### src/rtl/aes_round_ctrl_if.sv
`default_nettype none
// ============================================================================
// Module      : aes_round_ctrl_if
// Description : Block-in, ciphertext-out and round-core bundle for aes_round_ctrl.
//               AES_CTRL_LASTKEY_EN adds out_key (final round key).
// Revision    : 1.0
// ============================================================================
interface aes_round_ctrl_if;
    logic         in_valid;
    logic         in_ready;
    logic [127:0] in_text;
    logic [127:0] in_key;
    logic         out_valid;
    logic         out_ready;
    logic [127:0] out_text;
`ifdef AES_CTRL_LASTKEY_EN
    logic [127:0] out_key;
`endif
    logic         rc_enable;
    logic [127:0] rc_text;
    logic [127:0] rc_key;
    logic [3:0]   rc_round;
    logic [127:0] rc_text_in;
    logic [127:0] rc_key_in;
    logic         rc_done;

    modport slave (
        input  in_valid, in_text, in_key, out_ready, rc_text_in, rc_key_in, rc_done,
        output in_ready, out_valid, out_text, rc_enable, rc_text, rc_key, rc_round
`ifdef AES_CTRL_LASTKEY_EN
        , output out_key
`endif
    );

    modport master (
        output in_valid, in_text, in_key, out_ready, rc_text_in, rc_key_in, rc_done,
        input  in_ready, out_valid, out_text, rc_enable, rc_text, rc_key, rc_round
`ifdef AES_CTRL_LASTKEY_EN
        , input out_key
`endif
    );
endinterface
`default_nettype wire

### src/rtl/aes_round_ctrl.sv
`default_nettype none
// ============================================================================
// Module      : aes_round_ctrl
// Description : Iterative AES-128 sequencer driving a single-round core.
//               Optional AES_CTRL_LASTKEY_EN exports the final round key.
// Revision    : 1.0
// ============================================================================
module aes_round_ctrl #(
    parameter int NROUNDS = 10
) (
    input  wire logic        clock,
    input  wire logic        resetn,
    aes_round_ctrl_if.slave  bus,
    output logic             busy
);
    typedef enum logic [1:0] {
        S_IDLE  = 2'd0,
        S_START = 2'd1,
        S_WAIT  = 2'd2,
        S_OUT   = 2'd3
    } state_t;

    localparam logic [3:0] c_LAST_RND = 4'(NROUNDS - 1);

    state_t       r_state;
    state_t       w_state_nxt;
    logic [127:0] r_st_text;
    logic [127:0] r_st_key;
    logic [3:0]   r_rnd;
    logic         w_load;
    logic         w_capture;
    logic         w_last;

    assign w_load    = (r_state == S_IDLE) && bus.in_valid;
    assign w_capture = (r_state == S_WAIT) && bus.rc_done;
    assign w_last    = (r_rnd == c_LAST_RND);

    assign bus.rc_text  = r_st_text;
    assign bus.rc_key   = r_st_key;
    assign bus.rc_round = r_rnd;
    assign bus.out_text = r_st_text;
`ifdef AES_CTRL_LASTKEY_EN
    assign bus.out_key  = r_st_key;
`endif

    always_ff @(posedge clock or negedge resetn) begin
        if (!resetn) begin
            r_state <= S_IDLE;
        end else begin
            r_state <= w_state_nxt;
        end
    end

    // All outputs decode the state register only, so nothing is combinational from inputs.
    always_comb begin
        w_state_nxt   = r_state;
        bus.in_ready  = 1'b0;
        bus.out_valid = 1'b0;
        bus.rc_enable = 1'b0;
        busy          = 1'b1;
        case (r_state)
            S_IDLE: begin
                bus.in_ready = 1'b1;
                busy         = 1'b0;
                if (bus.in_valid) begin
                    w_state_nxt = S_START;
                end
            end
            S_START: begin
                bus.rc_enable = 1'b1;
                w_state_nxt   = S_WAIT;
            end
            S_WAIT: begin
                if (bus.rc_done) begin
                    w_state_nxt = w_last ? S_OUT : S_START;
                end
            end
            S_OUT: begin
                bus.out_valid = 1'b1;
                if (bus.out_ready) begin
                    w_state_nxt = S_IDLE;
                end
            end
            default: begin
                w_state_nxt = S_IDLE;
            end
        endcase
    end

    // Initial AddRoundKey happens on load; each round result is fed straight back.
    always_ff @(posedge clock or negedge resetn) begin
        if (!resetn) begin
            r_st_text <= '0;
            r_st_key  <= '0;
            r_rnd     <= '0;
        end else if (w_load) begin
            r_st_text <= bus.in_text ^ bus.in_key;
            r_st_key  <= bus.in_key;
            r_rnd     <= '0;
        end else if (w_capture) begin
            r_st_text <= bus.rc_text_in;
            r_st_key  <= bus.rc_key_in;
            if (!w_last) begin
                r_rnd <= r_rnd + 4'd1;
            end
        end
    end
endmodule
`default_nettype wire

### src/flat_wrapper.sv
// flat-port wrapper written by rule: the top's interface ports become plain ports
module aes_round_ctrl_flat 
#(
    parameter int NROUNDS = 10
)
  (clock, resetn, busy, bus_in_valid, bus_in_text, bus_in_key, bus_out_ready, bus_rc_text_in, bus_rc_key_in, bus_rc_done, bus_in_ready, bus_out_valid, bus_out_text, bus_rc_enable, bus_rc_text, bus_rc_key, bus_rc_round);
  aes_round_ctrl_if bus_i ();
  input  wire logic clock;
  input  wire logic resetn;
  output logic busy;
  input wire logic [$bits(bus_i.in_valid)-1:0] bus_in_valid;
  input wire logic [$bits(bus_i.in_text)-1:0] bus_in_text;
  input wire logic [$bits(bus_i.in_key)-1:0] bus_in_key;
  input wire logic [$bits(bus_i.out_ready)-1:0] bus_out_ready;
  input wire logic [$bits(bus_i.rc_text_in)-1:0] bus_rc_text_in;
  input wire logic [$bits(bus_i.rc_key_in)-1:0] bus_rc_key_in;
  input wire logic [$bits(bus_i.rc_done)-1:0] bus_rc_done;
  output wire logic [$bits(bus_i.in_ready)-1:0] bus_in_ready;
  output wire logic [$bits(bus_i.out_valid)-1:0] bus_out_valid;
  output wire logic [$bits(bus_i.out_text)-1:0] bus_out_text;
  output wire logic [$bits(bus_i.rc_enable)-1:0] bus_rc_enable;
  output wire logic [$bits(bus_i.rc_text)-1:0] bus_rc_text;
  output wire logic [$bits(bus_i.rc_key)-1:0] bus_rc_key;
  output wire logic [$bits(bus_i.rc_round)-1:0] bus_rc_round;
  assign bus_i.in_valid = bus_in_valid;
  assign bus_i.in_text = bus_in_text;
  assign bus_i.in_key = bus_in_key;
  assign bus_i.out_ready = bus_out_ready;
  assign bus_i.rc_text_in = bus_rc_text_in;
  assign bus_i.rc_key_in = bus_rc_key_in;
  assign bus_i.rc_done = bus_rc_done;
  assign bus_in_ready = bus_i.in_ready;
  assign bus_out_valid = bus_i.out_valid;
  assign bus_out_text = bus_i.out_text;
  assign bus_rc_enable = bus_i.rc_enable;
  assign bus_rc_text = bus_i.rc_text;
  assign bus_rc_key = bus_i.rc_key;
  assign bus_rc_round = bus_i.rc_round;
  aes_round_ctrl #(.NROUNDS(NROUNDS)) u_core (.clock(clock), .resetn(resetn), .bus(bus_i), .busy(busy));
endmodule
### config.mk
export PLATFORM = sky130hd
export DESIGN_NAME = aes_round_ctrl_flat
export DESIGN_NICKNAME = d
export VERILOG_FILES = /design/src/rtl/aes_round_ctrl_if.sv /design/src/rtl/aes_round_ctrl.sv /design/src/flat_wrapper.sv
export SDC_FILE = /design/constraint.sdc
export NUM_CORES = 1
export LEC_CHECK = 0
export BUFFER_PORTS_ARGS = -buffer_cell sky130_fd_sc_hd__buf_2
export CAP_MARGIN = 40
export CELL_PAD_IN_SITES_DETAIL_PLACEMENT = 1
export CELL_PAD_IN_SITES_GLOBAL_PLACEMENT = 1
export CORE_AREA = 3 3 356 358
export CTS_CLUSTER_DIAMETER = 120
export DETAILED_ROUTE_END_ITERATION = 8
export DIE_AREA = 0 0 359 361
export PLACE_DENSITY = 0.34
export SLEW_MARGIN = 10
export SYNTH_ARGS = -nofsm -noshare
export SYNTH_HDL_FRONTEND = slang
export SYNTH_SLANG_ARGS = --single-unit
### constraint.sdc
create_clock -name clock -period 5.6 [get_ports clock]
set_clock_uncertainty 0.1 [all_clocks]
set_input_delay 0 -clock clock [delete_from_list [all_inputs] [get_ports clock]]
set_output_delay 0 -clock clock [all_outputs]
set_load 0.01 [all_outputs]
-- Word level (Yosys, flattened, before mapping)
Cells that the tools add are included.
- register bits: 262
- bits of input ports: 517
- logic and storage cells: 36
- $add $sub $neg: 1
- equality and inequality tests: 8
- muxes and demuxes: 16
- bitwise gates (word level): 1
- reductions and logical operators: 6
- operator list (operator ; number):
    $mux W128 ; 4
    $xor A128 B128 Y128 ; 1
    $mux W4 ; 3
    $mux W2 ; 4
    $pmux W2 S4 ; 1
    $ne A2 B2 Y1 const B ; 3
    $add A4 B1 Y4 const B ; 1
    $eq A2 B2 Y1 const B ; 2
    $eq A4 B4 Y1 const B ; 1
    $mux W1 ; 4
    $reduce_and A3 Y1 ; 1
    $eq A2 B1 Y1 const B ; 1
    $logic_and A1 B1 Y1 ; 2
    $logic_not A2 Y1 ; 1
    $ne A2 B1 Y1 const B ; 1
    $reduce_and A2 Y1 ; 1
    $reduce_bool A2 Y1 ; 1

-- Logic depth before layout (Yosys ltp)
- depth after elaboration: 4
- mapped depth: 8
- mapped depth without buffers: 5

-- Worst setup path after synthesis
OpenSTA, ideal clock, no wires.
- path type: register to register
- from: register u_core.r_state[1]
- to: register u_core.r_st_key[91], in the netlist u_core.bus.rc_key[91]
- library setup time: 0.125 ns
- arrival: 1.680 ns
- required time: 5.375 ns
- path slack: 3.696 ns
- cell stages (with the launch flop): 8
- path buffers: 4
- clock period less this slack: 1.904 ns
- path through: dfrtp_1 -> buf_6 -> nor3b_2 -> buf_6 -> buf_6 -> buf_8 -> mux2_2 -> mux2_2
- cells in the longest elaborated chain, start to end: 3
- RTL lines (item ; line ; RTL):
    start: declaration ; aes_round_ctrl.sv:25 ; state_t r_state;
    start signal: assignment ; aes_round_ctrl.sv:50 ; r_state <= w_state_nxt;
    $eq A2 B2 Y1 or $logic_not A2 Y1 (tied branches) ; aes_round_ctrl.sv:35, aes_round_ctrl.sv:34 ;
    $logic_and A1 B1 Y1, on equally long branches ; aes_round_ctrl.sv:35, aes_round_ctrl.sv:34 ;
    $reduce_bool A2 Y1 (no line) or $mux W128 (tied branches) ; -- ;
    end signal: assignment ; aes_round_ctrl.sv:98 ; r_st_key <= bus.in_key;
    end signal: assignment ; aes_round_ctrl.sv:102 ; r_st_key <= bus.rc_key_in;
    end: declaration ; aes_round_ctrl.sv:28 ; logic [127:0] r_st_key;
Parallel ways exist; a longest one is shown, timed or not.
A chain may end at the register's enable or synchronous reset.

-- Worst setup path in the final report
- from: register u_core.r_state[0]
- to: register u_core.r_st_key[51], in the netlist u_core.bus.rc_key[51]
The elaborated chain is that of the path after synthesis.

==> results.ini <==
[status]
status=completed

[route]
via_count=14964
remaining_drc_errors=0
totalWireLength_um=79430
routed_wire_length_per_instance_um=18.78
number_of_drc_markers_in_iteration_0=436
detailedRoute.firstPassIterationCount=4
antenna_violating_nets_post_route=0
via_per_inst=3.538

[placement]
port-buffer-count=908
post_dp_cell_area_mm2=0.02024
dp.final_hpwl_um=60330
finalWeightedCongestion=0.8076
placed_cells_incl_taps=3626

[global_route]
global_route_wire_length_before_repair_um=115000
grt_overflow=0
grt_pass1_vias=17259
grt_max_degree=119
grt.total_usage=0.1169
antenna_found_initial=12

[synthesis]
portion_of_the_post_synthesis_area_used_by_sequential_elements=0.4393
syn_avg_cell_area_um2=11.70
synthCells=1275
synthXorXnorAreaFrac=0.07512
synthesis.nets=1794
synthSimpleGateAreaFrac=0.005785
post_synth_fa_ha_maj_area_fraction=0.001677
yosys.cell_types.count=33
synth_top_family_by_area=multiplexers
yosys_register_bits=262
synth_compound_gate_area_share=0.09181
mux_contribution_to_synthesized_area=0.2797
netlist_area_mm2=0.01492
synth.yosys.warnings=0

[critical_path]
worst-r2r-setup-slack_ns=1.92
timing.rr.end=u_core.bus.rc_key[51]
critical_path_startpoint=u_core.r_state[0]
critPathCaptureType=flip-flop
critical_path.startpoint_type=flip-flop
worst_r2r_path_depth=6
timing.critical_path.required_ns=5.95
crit_arrival_ns=4.03
critPathKind=reg2reg
endpoint=u_core.bus.rc_key[51]
critical_path.reg2reg.startpoint=u_core.r_state[0]
cp_max_fo=69

[timing]
final.period_utilization=0.6580
clock.fmax_mhz=271.4
worst_slew_pin_slew_ns=0.8466
timing.slew.headroom=0.4356
finalCriticalPeriod_ns=3.685
hold_viol_final=0
drv_slew=0
rsz0062_at_grt=false
timing.setup.tns_ns=0
setup_violations=0

[clock_tree]
htree_num_levels=2
cts-root-buf=sky130_fd_sc_hd__clkbuf_16
tritoncts=done
clock_transition_at_the_register_clock_pins_on_the_worst_setup_and_hold_paths_after_cts_ns=0.06
count_of_clock_tree_sinks=262
cts_buffer_depth=3
cts_resized=0
insertion_delay_ns=0.57
cts_inserted_buffers=41

[final_layout]
flow.area_growth_from_synthesis_pct=80.15
final_design_area_no_fill_mm2=0.02688
final_nets=3071
layoutNonFillerInstCount=4229
drive_above_1_share=0.4857

[power]
p_leak_uw=0.01213
peak_supply_drop_mv=0.1854
combPwrFrac=0.486
cell_internal_pwr_uw=7521
power_switching_uw=5044
p_seq_frac=0.300
power.switching_fraction=0.4014
share_of_power_burned_in_the_clock_network=0.213
p_per_area_mw_per_mm2=467.4

[hold_path]
timing.hold.worst.class=in2reg
hold_start=bus_out_ready

[floorplan]
num_rows=129
dieArea_mm2=0.1296
chipHeight_um=361
fp.coreArea_mm2=0.1236
num_io_pins=909
start_util=0.1207
die-width_um=359

[run]
drv_cap=0

how the worst min path moves through the flow:
stage	end	slack (ns)	cells past startpoint
final	u_core.r_state[0]	0.12	3
after floorplan	u_core.bus.out_text[0]	-0.40	0
after global placement	u_core.bus.rc_key[120]	-0.04	1
after CTS	u_core.r_state[0]	0.04	3
after detailed placement	u_core.bus.rc_key[120]	-0.04	1
after global routing	u_core.r_state[0]	0.10	3
power by group through the flow:
stage | Clock, µW | Sequential, µW | Combinational, µW
2_1_floorplan | 0 | 3850 | 3230
3_3_place_gp | 0 | 3800 | 5510
3_5_place_dp | 0 | 3840 | 5560
4_1_cts | 2840 | 3830 | 6270
5_1_grt | 2900 | 3940 | 6650
6_report | 2680 | 3770 | 6110
repair_timing:
action / in CTS / in global routing
setup buffers: 0 / 0
hold buffers: 520 / 0
endpoints found under the hold margin: 401 / 0
cell type report:
class                   instances  area (µm²)
inverters                       4       15.01
well taps                    1637        2048
repair buffers               1448       10050
clock buffers                  63        1281
clock inverters                10       113.9
flip-flops and latches        262        6560
diodes                         10       25.02
multi-input cells             795        6785
fillers                     14440       96750
sequential cells by signal, summed over array words and instances (netlist names):
name,cells
u_core.bus.out_text,128
u_core.bus.rc_key,128
u_core.bus.rc_round,4
u_core.r_state,2
layer usage:
layer / track usage / vias up / routed length, µm
met5: 0 / - / 27
met3: 0.03095 / 84 / 4680
met1: 0.1254 / 7415 / 29980
li1: - / 6940 / -
met2: 0.2251 / 521 / 42980
met4: 0.02940 / 4 / 1758
kinds of logic after synthesis:
| group | count (synthesis) |
|---|---|
| adder cells (fa/ha/maj) | 2 |
| multiplexers | 384 |
| XOR/XNOR | 128 |
| flip-flops | 262 |
| buffers and inverters | 218 |
| AND/OR/NAND/NOR | 12 |
| AO/OA/AOI/OAI | 269 |
stage by stage:
step | worst slack (ns) | hold slack (ns) | total power, µW | utilization
after floorplan | 3.696 | -0.3956 | 7082 | -
after global placement | 2.364 | -0.03911 | 9307 | 0.1633
after detailed placement | 2.433 | -0.04221 | 9403 | 0.1637
after CTS | 1.862 | 0.03813 | 12930 | 0.2172
after global routing | 1.753 | 0.1048 | 13490 | 0.2173
final | 1.915 | 0.1193 | 12560 | 0.2174
critical path, cell delays in order (launching register included):
cell and delay (ns):
sky130_fd_sc_hd__dfrtp_4 0.73, sky130_fd_sc_hd__nor3b_4 0.66, sky130_fd_sc_hd__buf_12 0.29, sky130_fd_sc_hd__buf_12 0.36
sky130_fd_sc_hd__mux2_2 0.40, sky130_fd_sc_hd__dlygate4sd3_1 0.56, sky130_fd_sc_hd__mux2_2 0.28
cell usage after synthesis (all sizes together):
cell | n | share of area
nand3b | 2 | 0.0010
ha | 2 | 0.0017
a211oi | 1 | 0.00050
and3b | 1 | 0.00059
a21boi | 2 | 0.0010
a2bb2oi | 2 | 0.0012
dfrtp | 262 | 0.44
nand3 | 1 | 0.00034
clkbuf | 39 | 0.011
buf | 175 | 0.095
mux2i | 130 | 0.088
nor2b | 1 | 0.00042
inv | 4 | 0.0010
a21oi | 2 | 0.00067
or3 | 1 | 0.00042
mux2 | 254 | 0.19
a41o | 1 | 0.00067
a311oi | 1 | 0.00059
or2 | 1 | 0.00042
nand2 | 1 | 0.00025
o21ai | 260 | 0.087
nor3b | 2 | 0.0013
nor2 | 2 | 0.0010
xor2 | 128 | 0.075
placed cells by master (no fill, tap or decap), types with 2 or more instances in the layout:
master and n:
sky130_fd_sc_hd__buf_2 907, sky130_fd_sc_hd__dlygate4sd3_1 519, sky130_fd_sc_hd__dfrtp_1 261, sky130_fd_sc_hd__mux2_2 254, sky130_fd_sc_hd__o21ai_0 132, sky130_fd_sc_hd__mux2i_1 129
sky130_fd_sc_hd__xor2_1 128, sky130_fd_sc_hd__o21ai_1 128, sky130_fd_sc_hd__clkbuf_16 43, sky130_fd_sc_hd__clkbuf_8 13, sky130_fd_sc_hd__buf_4 11, sky130_fd_sc_hd__diode_2 10
sky130_fd_sc_hd__clkbuf_1 7, sky130_fd_sc_hd__buf_12 7, sky130_fd_sc_hd__inv_1 4, sky130_fd_sc_hd__clkinv_2 4, sky130_fd_sc_hd__buf_16 3, sky130_fd_sc_hd__nand3b_1 2
sky130_fd_sc_hd__a21boi_0 2, sky130_fd_sc_hd__a2bb2oi_1 2, sky130_fd_sc_hd__a21oi_1 2, sky130_fd_sc_hd__ha_1 2, sky130_fd_sc_hd__bufinv_16 2, sky130_fd_sc_hd__inv_6 2
Note: power is estimated with default switching activity, not from simulation.
